### src/rtl/conv_pool_stage.sv
// Max-pooling stage behind the 5-tap int8 conv element: re-derives sample validity from delayed
// source flags, masks warm-up windows and emits pooled samples. Optional ReLU clamp: RELU_EN.
module conv_pool_stage #(
  parameter int DATA_WIDTH = 8,
  parameter int TAPS       = 5,
  parameter int CONV_LAT   = 5,
  parameter int POOL       = 2,
  parameter int IDX_W      = 8
) (
  input  logic                       clk,
  input  logic                       rst_n,
  input  logic                       src_valid,
  input  logic                       src_sof,
  input  logic                       src_eof,
  input  logic [DATA_WIDTH-1:0]      conv_in,
  output logic [DATA_WIDTH-1:0]      pool_out,
  output logic                       pool_valid,
  output logic                       pool_eof,
  output logic [IDX_W-1:0]           pool_idx,
  output logic [$clog2(POOL+1)-1:0]  dbg_pcnt_o
);

  localparam int WCNT_W = $clog2(TAPS + 1);
  localparam int PCNT_W = $clog2(POOL + 1);

  typedef logic signed [DATA_WIDTH-1:0] sample_t;

  // Input side: warm-up counter and flag delay line aligned to conv_in.
  logic [WCNT_W-1:0] wcnt_q, wcnt_d;
  logic              win_ok;
  logic [2:0]        dly_q [CONV_LAT];
  logic              d_ok, d_sof, d_eof;

  always_comb begin
    wcnt_d = '0;
    if (src_valid && src_sof) begin
      wcnt_d = WCNT_W'(1);
    end else if (src_valid) begin
      wcnt_d = (wcnt_q == WCNT_W'(TAPS)) ? wcnt_q : wcnt_q + WCNT_W'(1);
    end
    win_ok = src_valid && (wcnt_d == WCNT_W'(TAPS));
  end

  assign {d_ok, d_sof, d_eof} = dly_q[CONV_LAT-1];

  always_ff @(posedge clk or negedge rst_n) begin
    if (!rst_n) begin
      wcnt_q <= '0;
      for (int i = 0; i < CONV_LAT; i++) dly_q[i] <= '0;
    end else begin
      wcnt_q   <= wcnt_d;
      dly_q[0] <= {win_ok, src_valid & src_sof, src_valid & src_eof};
      for (int i = 1; i < CONV_LAT; i++) dly_q[i] <= dly_q[i-1];
    end
  end

  // Pool FSM state: group position, running max, frame index and registered outputs.
  logic              armed_q, armed_d;
  logic [PCNT_W-1:0] pcnt_q, pcnt_d;
  sample_t           acc_q, acc_d;
  logic [IDX_W-1:0]  idx_q, idx_d;
  sample_t           out_q, out_d;
  logic              valid_q, valid_d;
  logic              eof_q, eof_d;
  logic [IDX_W-1:0]  oidx_q, oidx_d;

  always_ff @(posedge clk or negedge rst_n) begin
    if (!rst_n) begin
      armed_q <= 1'b0;
      pcnt_q  <= '0;
      acc_q   <= '0;
      idx_q   <= '0;
      out_q   <= '0;
      valid_q <= 1'b0;
      eof_q   <= 1'b0;
      oidx_q  <= '0;
    end else begin
      armed_q <= armed_d;
      pcnt_q  <= pcnt_d;
      acc_q   <= acc_d;
      idx_q   <= idx_d;
      out_q   <= out_d;
      valid_q <= valid_d;
      eof_q   <= eof_d;
      oidx_q  <= oidx_d;
    end
  end

  logic              ok_eff, group_done, emit;
  logic [PCNT_W-1:0] pcnt_base, pcnt_new;
  logic [IDX_W-1:0]  idx_base;
  sample_t           acc_base, acc_new, v;

  always_comb begin
    // A frame start clears prior-frame state before this cycle's sample is folded in;
    // samples are ignored until the first SOF after reset.
    armed_d   = armed_q | d_sof;
    ok_eff    = d_ok & armed_d;
    pcnt_base = d_sof ? '0 : pcnt_q;
    idx_base  = d_sof ? '0 : idx_q;
    acc_base  = d_sof ? '0 : acc_q;

    v = sample_t'(conv_in);
`ifdef RELU_EN
    if (v < 0) v = '0;
`endif

    acc_new  = acc_base;
    pcnt_new = pcnt_base;
    if (ok_eff) begin
      if (pcnt_base == '0 || v > acc_base) acc_new = v;
      pcnt_new = pcnt_base + PCNT_W'(1);
    end

    group_done = ok_eff && (pcnt_new == PCNT_W'(POOL));
    emit       = group_done || (d_eof && armed_d && pcnt_new != '0);

    acc_d   = acc_new;
    pcnt_d  = group_done ? '0 : pcnt_new;
    idx_d   = emit ? idx_base + IDX_W'(1) : idx_base;
    valid_d = emit;
    eof_d   = emit && d_eof;
    out_d   = emit ? acc_new : out_q;
    oidx_d  = emit ? idx_base : oidx_q;
    if (d_eof) begin
      pcnt_d = '0;
      idx_d  = '0;
    end
  end

  always_comb begin
    pool_out   = out_q;
    pool_valid = valid_q;
    pool_eof   = eof_q;
    pool_idx   = oidx_q;
    dbg_pcnt_o = pcnt_q;
  end

endmodule

### config.mk
export PLATFORM = sky130hd
export DESIGN_NAME = conv_pool_stage
export DESIGN_NICKNAME = d
export VERILOG_FILES = /design/src/rtl/conv_pool_stage.sv
export SDC_FILE = /design/constraint.sdc
export NUM_CORES = 1
export LEC_CHECK = 0
export ABC_AREA = 1
export CAP_MARGIN = 20
export CORE_MARGIN = 5
export CORE_UTILIZATION = 50
export CTS_BUF_LIST = sky130_fd_sc_hd__clkbuf_16
export DETAILED_ROUTE_END_ITERATION = 10
export PLACE_DENSITY = 0.75
export SYNTH_ARGS = -nofsm -noshare
export SYNTH_HDL_FRONTEND = slang
export SYNTH_SLANG_ARGS = --single-unit
### constraint.sdc
create_clock -name clk -period 2.05 [get_ports clk]
set_input_delay 0.3075 -clock clk [delete_from_list [all_inputs] [get_ports clk]]
set_output_delay 0.3075 -clock clk [all_outputs]
set_load 0.02 [all_outputs]
## Word-level counts from Yosys, hierarchy flattened

Index checks and enable logic that the tools add are counted.

| operators by class | value |
|---|---|
| add/sub/neg operators | 3 |
| $lt $le $gt $ge | 1 |
| eq/ne operators | 3 |
| muxes and demuxes | 13 |
| bitwise gates (word level) | 4 |
| reduce and logical (&&, ||, !) cells | 10 |

Operators by type and width:

| operator | number |
|---|---|
| $mux 8 | 6 |
| $mux 3 | 3 |
| $add 8x1->8 const B | 1 |
| $gt 8x8->1 | 1 |
| $mux 2 | 4 |
| $eq 3x3->1 const B | 2 |
| $logic_and 1x1->1 | 6 |
| $add 3x1->3 const B | 1 |
| $and 1x1->1 | 3 |
| $add 2x1->2 const B | 1 |
| $eq 2x2->1 const B | 1 |
| $logic_not 2->1 | 1 |
| $logic_or 1x1->1 | 2 |
| $reduce_bool 2->1 | 1 |
| $or 1x1->1 | 1 |

| storage, ports and cells | value |
|---|---|
| bits in registers | 55 |
| input bits | 13 |
| output and inout bits | 20 |
| word-level logic and storage cells | 48 |

## Logic depth before layout (Yosys ltp)

| logic depth | value |
|---|---|
| depth in word-level cells | 8 |
| gate-level depth with buffers | 20 |
| mapped depth without buffers | 19 |

## Worst setup path after synthesis

Ideal clock, no wire load.

| timing path | value |
|---|---|
| kind | register to register |
| from | register dly_q (netlist bit d_sof) |
| to | register acc_q[7] |
| setup time | 0.119 ns |
| arrival time | 1.879 ns |
| required time | 1.931 ns |
| path slack | 0.052 ns |
| cell stages (with the launch flop) | 15 |
| path buffers | 1 |
| clock period less this slack | 1.998 ns |
| path through | dfrtp_1 buf_6 inv_6 nand2_1 ha_1 a21o_1 nor2_1 nand2_1 nand2_1 nand2_1 nand2_1 nand2_2 nand2_2 nand2_1 and2_1 |

| on the way | value |
|---|---|
| longest elaborated chain between the ends | 5 |
| elaborated cells between the ends (all ways) | 9 |
| those cells by class | 1 x order compare; 4 x mux; 2 x bitwise; 2 x reduce/logical |

RTL lines:

| item | RTL line | text |
|---|---|---|
| start, declared | 31 | `logic [2:0] dly_q [CONV_LAT];` |
| $mux 8 / $mux 2 (equally long branches) | 101, 99 |  |
| $gt 8x8->1 / $logic_not 2->1 (equally long branches) | 111 | `if (pcnt_base == '0 \|\| v > acc_base) acc_new = v;` |
| $logic_or 1x1->1 | 111 |  |
| $mux 8 | 111 |  |
| $mux 8 * | 110 | `if (ok_eff) begin` |
| via acc_d[7] | 60 | `sample_t acc_q, acc_d;` |
| end signal, assigned | 71 | `acc_q <= '0;` |
| end signal, assigned | 80 | `acc_q <= acc_d;` |
| end, declared | 60 |  |

The timed path passes the listed nets; every way through them passes the cells marked *.
A chain may end at the register's enable or synchronous reset.

## Final worst setup path

| timing path | value |
|---|---|
| from | register dly_q (netlist bit d_sof) |
| to | register out_q[5] (netlist: pool_out[5]) |

| on the way | value |
|---|---|
| longest elaborated chain between the ends | 6 |
| elaborated cells between the ends (all ways) | 17 |
| those cells by class | 1 x add/sub; 1 x order compare; 1 x eq/ne; 5 x mux; 2 x bitwise; 7 x reduce/logical |

RTL lines:

| item | RTL line | text |
|---|---|---|
| branches (longest 6 deep; another with $gt 8x8->1) | n/a |  |
| end signal, assigned | 82 | `out_q <= out_d;` |
| end, declared | 62 | `sample_t out_q, out_d;` |

Several ways; the timed one is not identified.

==> impl_metrics.env <==
export IMPL_ys_seq_area_frac=0.5221
export IMPL_clock_sinks=55
export IMPL_ioPinCount=33
export IMPL_whs_ns=0.3494
export IMPL_grt_ovfl_total=0
export IMPL_avgSynthCellArea_sq_um=9.415
export IMPL_dp_hpwl_mm=3.630
export IMPL_startpoint_type="register"
export IMPL_finalPower_mw=2.927
export IMPL_min_period_ns=2.223
export IMPL_drc_errors=0
export IMPL_drtPass1Iterations=4
export IMPL_drtIter0Drc=140
export IMPL_tightest_slew_ns=0.4968
export IMPL_worstHoldEndpoint="dly_q[11]$_DFF_PN0_"
export IMPL_reg2reg_slack_ns=-0.17
export IMPL_fin_setup_tns_ns=-2.075
export IMPL_die_h_um=82.61
export IMPL_violations="negative setup slack"
export IMPL_fin_crit_sh=1.085
export IMPL_crit_type="register to register"
export IMPL_slew_violations=0
export IMPL_final_nets=366
export IMPL_gp_congestion=0.7713
export IMPL_m1WireLength_mm=2.556
export IMPL_chipWidth_um=82.61
export IMPL_vias_per_cell=5.007
export IMPL_synth_seq_cells=55
export IMPL_worst_hold_path_type="register to register"
export IMPL_cts_root_buf="clkbuf_16"
export IMPL_dp_slack_ns=-0.1947
export IMPL_cp_end_kind="register"
export IMPL_grt_pass1_wl_mm=8.769
export IMPL_hold_viol=0
export IMPL_cap_viol_max_count=0
export IMPL_fmax_mhz=449.7
export IMPL_rsz0062_at_grt="yes"
export IMPL_clock_power_share=0.328
export IMPL_outcome="complete, but fails checks"
export IMPL_syn_area_sq_um=2636
export IMPL_min_path_cells=0
export IMPL_highest_layer="met4"
export IMPL_finalSetupViolCount=16
export IMPL_postLayoutCoreUtil=0.7163
export IMPL_slew_limit_headroom=0.6602
export IMPL_grt_pass1_vias=1948
export IMPL_irDropWorstVdd_mv=0.6551
export IMPL_io_buffers=32
export IMPL_timing_rr_end="pool_out[5]$_DFFE_PN0N_"
export IMPL_wl_met3_um=378
export IMPL_start_util=0.5162
export IMPL_netSwitchingPower_mw=0.8275
export IMPL_yosysUniqueCellTypes=31
export IMPL_core_area_sq_um=5107
export IMPL_ant_nets=0
export IMPL_clk_pin_slew_ns=0.07
export IMPL_switching_share=0.2827
export IMPL_cp_max_fo=8
export IMPL_critPathArrivalTime_ns=2.46
export IMPL_num_rows=26
export IMPL_insertion_delay_ns=0.30
export IMPL_final_cell_mix="nand2_1 (61), dfrtp_1 (54), clkdlybuf4s50_1 (31)"
export IMPL_area_growth_pct=38.78
export IMPL_powerDensity_nw_per_um2=800.0
export IMPL_dieArea_sq_um=6824
export IMPL_ys_warnings_count=0
export IMPL_htreeDepth=2
export IMPL_syn_nets=305
export IMPL_p_comb_frac=0.238
export IMPL_layout_commonest_cell="nand2_1"
export IMPL_layout_drive_gt1_share=0.3099
export IMPL_hold_path_startpoint="dly_q[14]$_DFF_PN0_"
export IMPL_power_leakage_nw=1.788
export IMPL_wl_per_cell_um=15.54
export IMPL_skew_ns=0.004437
export IMPL_grt_max_degree=27
export IMPL_dr_wl_met2_mm=3.298
export IMPL_vias=2063
export IMPL_power_frac_seq=0.435
export IMPL_numCtsBuffers=5
export IMPL_internal_power_mw=2.099
export IMPL_wl_mm=6.403
export IMPL_cts_buffer_depth=2
export IMPL_antennaDiodeCount=0
export IMPL_nFillCells=363
export IMPL_timing_rr_start="d_sof$_DFF_PN0_"
export IMPL_antenna_found_initial=0
export IMPL_critical_path_required_ns=2.28
export IMPL_layout_setup_ws_ns=-0.1735
export IMPL_reg2regPathDepth=15
export IMPL_grt_usage=0.1704
export IMPL_cts_tree="done"
export IMPL_netlist_instances=280
-- power groups by stage --
stage | registers (mW) | clock network (mW) | logic (mW)
floorplan | 1.38 | 0 | 0.207
global placement | 1.28 | 0 | 0.578
detailed placement | 1.28 | 0 | 0.589
CTS | 1.27 | 0.969 | 0.614
global route | 1.29 | 1.02 | 0.750
finish | 1.27 | 0.959 | 0.696
-- how the worst max path moves through the flow --
stage          slack, ns  cells after the start                       to       startpoint
4_1_cts            0.008                     11  pool_out[5]$_DFFE_PN0N_  d_sof$_DFF_PN0_
6_report           -0.17                     15  pool_out[5]$_DFFE_PN0N_  d_sof$_DFF_PN0_
2_1_floorplan       0.05                     14       acc_q[7]$_DFF_PN0_  d_sof$_DFF_PN0_
3_5_place_dp       -0.19                     12       acc_q[1]$_DFF_PN0_       conv_in[7]
3_3_place_gp       -0.14                     12       acc_q[3]$_DFF_PN0_       conv_in[7]
5_1_grt            -0.26                     15  pool_out[5]$_DFFE_PN0N_  d_sof$_DFF_PN0_
-- cells by family after synthesis --
group | after synthesis | share of synthesized area
buf+inv | 41 | 0.08400
fa+ha+maj | 12 | 0.05695
flops | 55 | 0.5221
compound gates | 14 | 0.04034
simple gates | 151 | 0.2734
xor+xnor | 7 | 0.02326
-- sequential cells by signal (all words and copies together) (netlist names) --
| name | count |
|---|---|
| pool_out | 8 |
| d_sof | 1 |
| dly_q | 12 |
| idx_q | 8 |
| pool_valid | 1 |
| d_ok | 1 |
| pool_idx | 8 |
| dbg_pcnt_o | 2 |
| acc_q | 8 |
| wcnt_q | 3 |
| d_eof | 1 |
| armed_q | 1 |
| pool_eof | 1 |
-- synthesized netlist by cell type, drive strengths merged --
cell type / n / area share
a2111oi: 1 / 0.0033
a21o: 1 / 0.0028
a21oi: 9 / 0.026
and2: 8 / 0.019
buf: 6 / 0.030
clkbuf: 1 / 0.0014
dfrtp: 55 / 0.52
ha: 12 / 0.057
inv: 34 / 0.052
nand2: 96 / 0.16
nand3: 20 / 0.042
nand4: 3 / 0.0071
nor2: 18 / 0.030
nor3: 2 / 0.0038
nor3b: 2 / 0.0057
nor4: 1 / 0.0047
o21ai: 3 / 0.0085
or2: 1 / 0.0033
xnor2: 4 / 0.013
xor2: 3 / 0.010
-- per-stage QoR --
| step | instances | area (sq um) |
|---|---|---|
| floorplan | 280 | 2636 |
| global placement | 391 | 3088 |
| detailed placement | 391 | 3088 |
| CTS | 404 | 3353 |
| global route | 412 | 3659 |
| finish | 412 | 3659 |
-- cell type report --
cell class              instances  area [sq um]  area share
inverters                      34         161.4     0.04412
repair inverters                2         17.52    0.004788
clock buffers                   5         125.1     0.03420
clock inverters                 3         43.79     0.01197
well taps                      70         87.58     0.02394
flip-flops and latches         55          1378      0.3765
repair buffers                 57         566.8      0.1549
multi-input cells             186          1279      0.3495
-- layer usage --
metal,vias up,global-route usage
li1,997,-
met1,986,0.2082
met2,66,0.2885
met3,14,0.04881
met4,0,0.05719
met5,-,0
-- worst max-delay path, cell delays in order (launching register included) --
cell	delay, ns
dfrtp_2	0.46
inv_4	0.10
nand2_1	0.14
ha_1	0.31
nand2_1	0.06
nor2_2	0.17
nand2_2	0.10
nand2_1	0.07
nand2_1	0.05
nand2_1	0.08
nand2_2	0.09
nand2_4	0.14
nand2_8	0.12
nand2_4	0.08
nand3_1	0.09
nand2_1	0.09
-- what timing repair did --
item,CTS,global route
cloned,1,4
hold endpoints to repair,19,0
buffers inserted,3,4
setup endpoints to repair,23,31
resized for setup,12,47
pin swaps,3,10
hold buffers,1,0
Note: power is estimated with default switching activity, not from simulation.
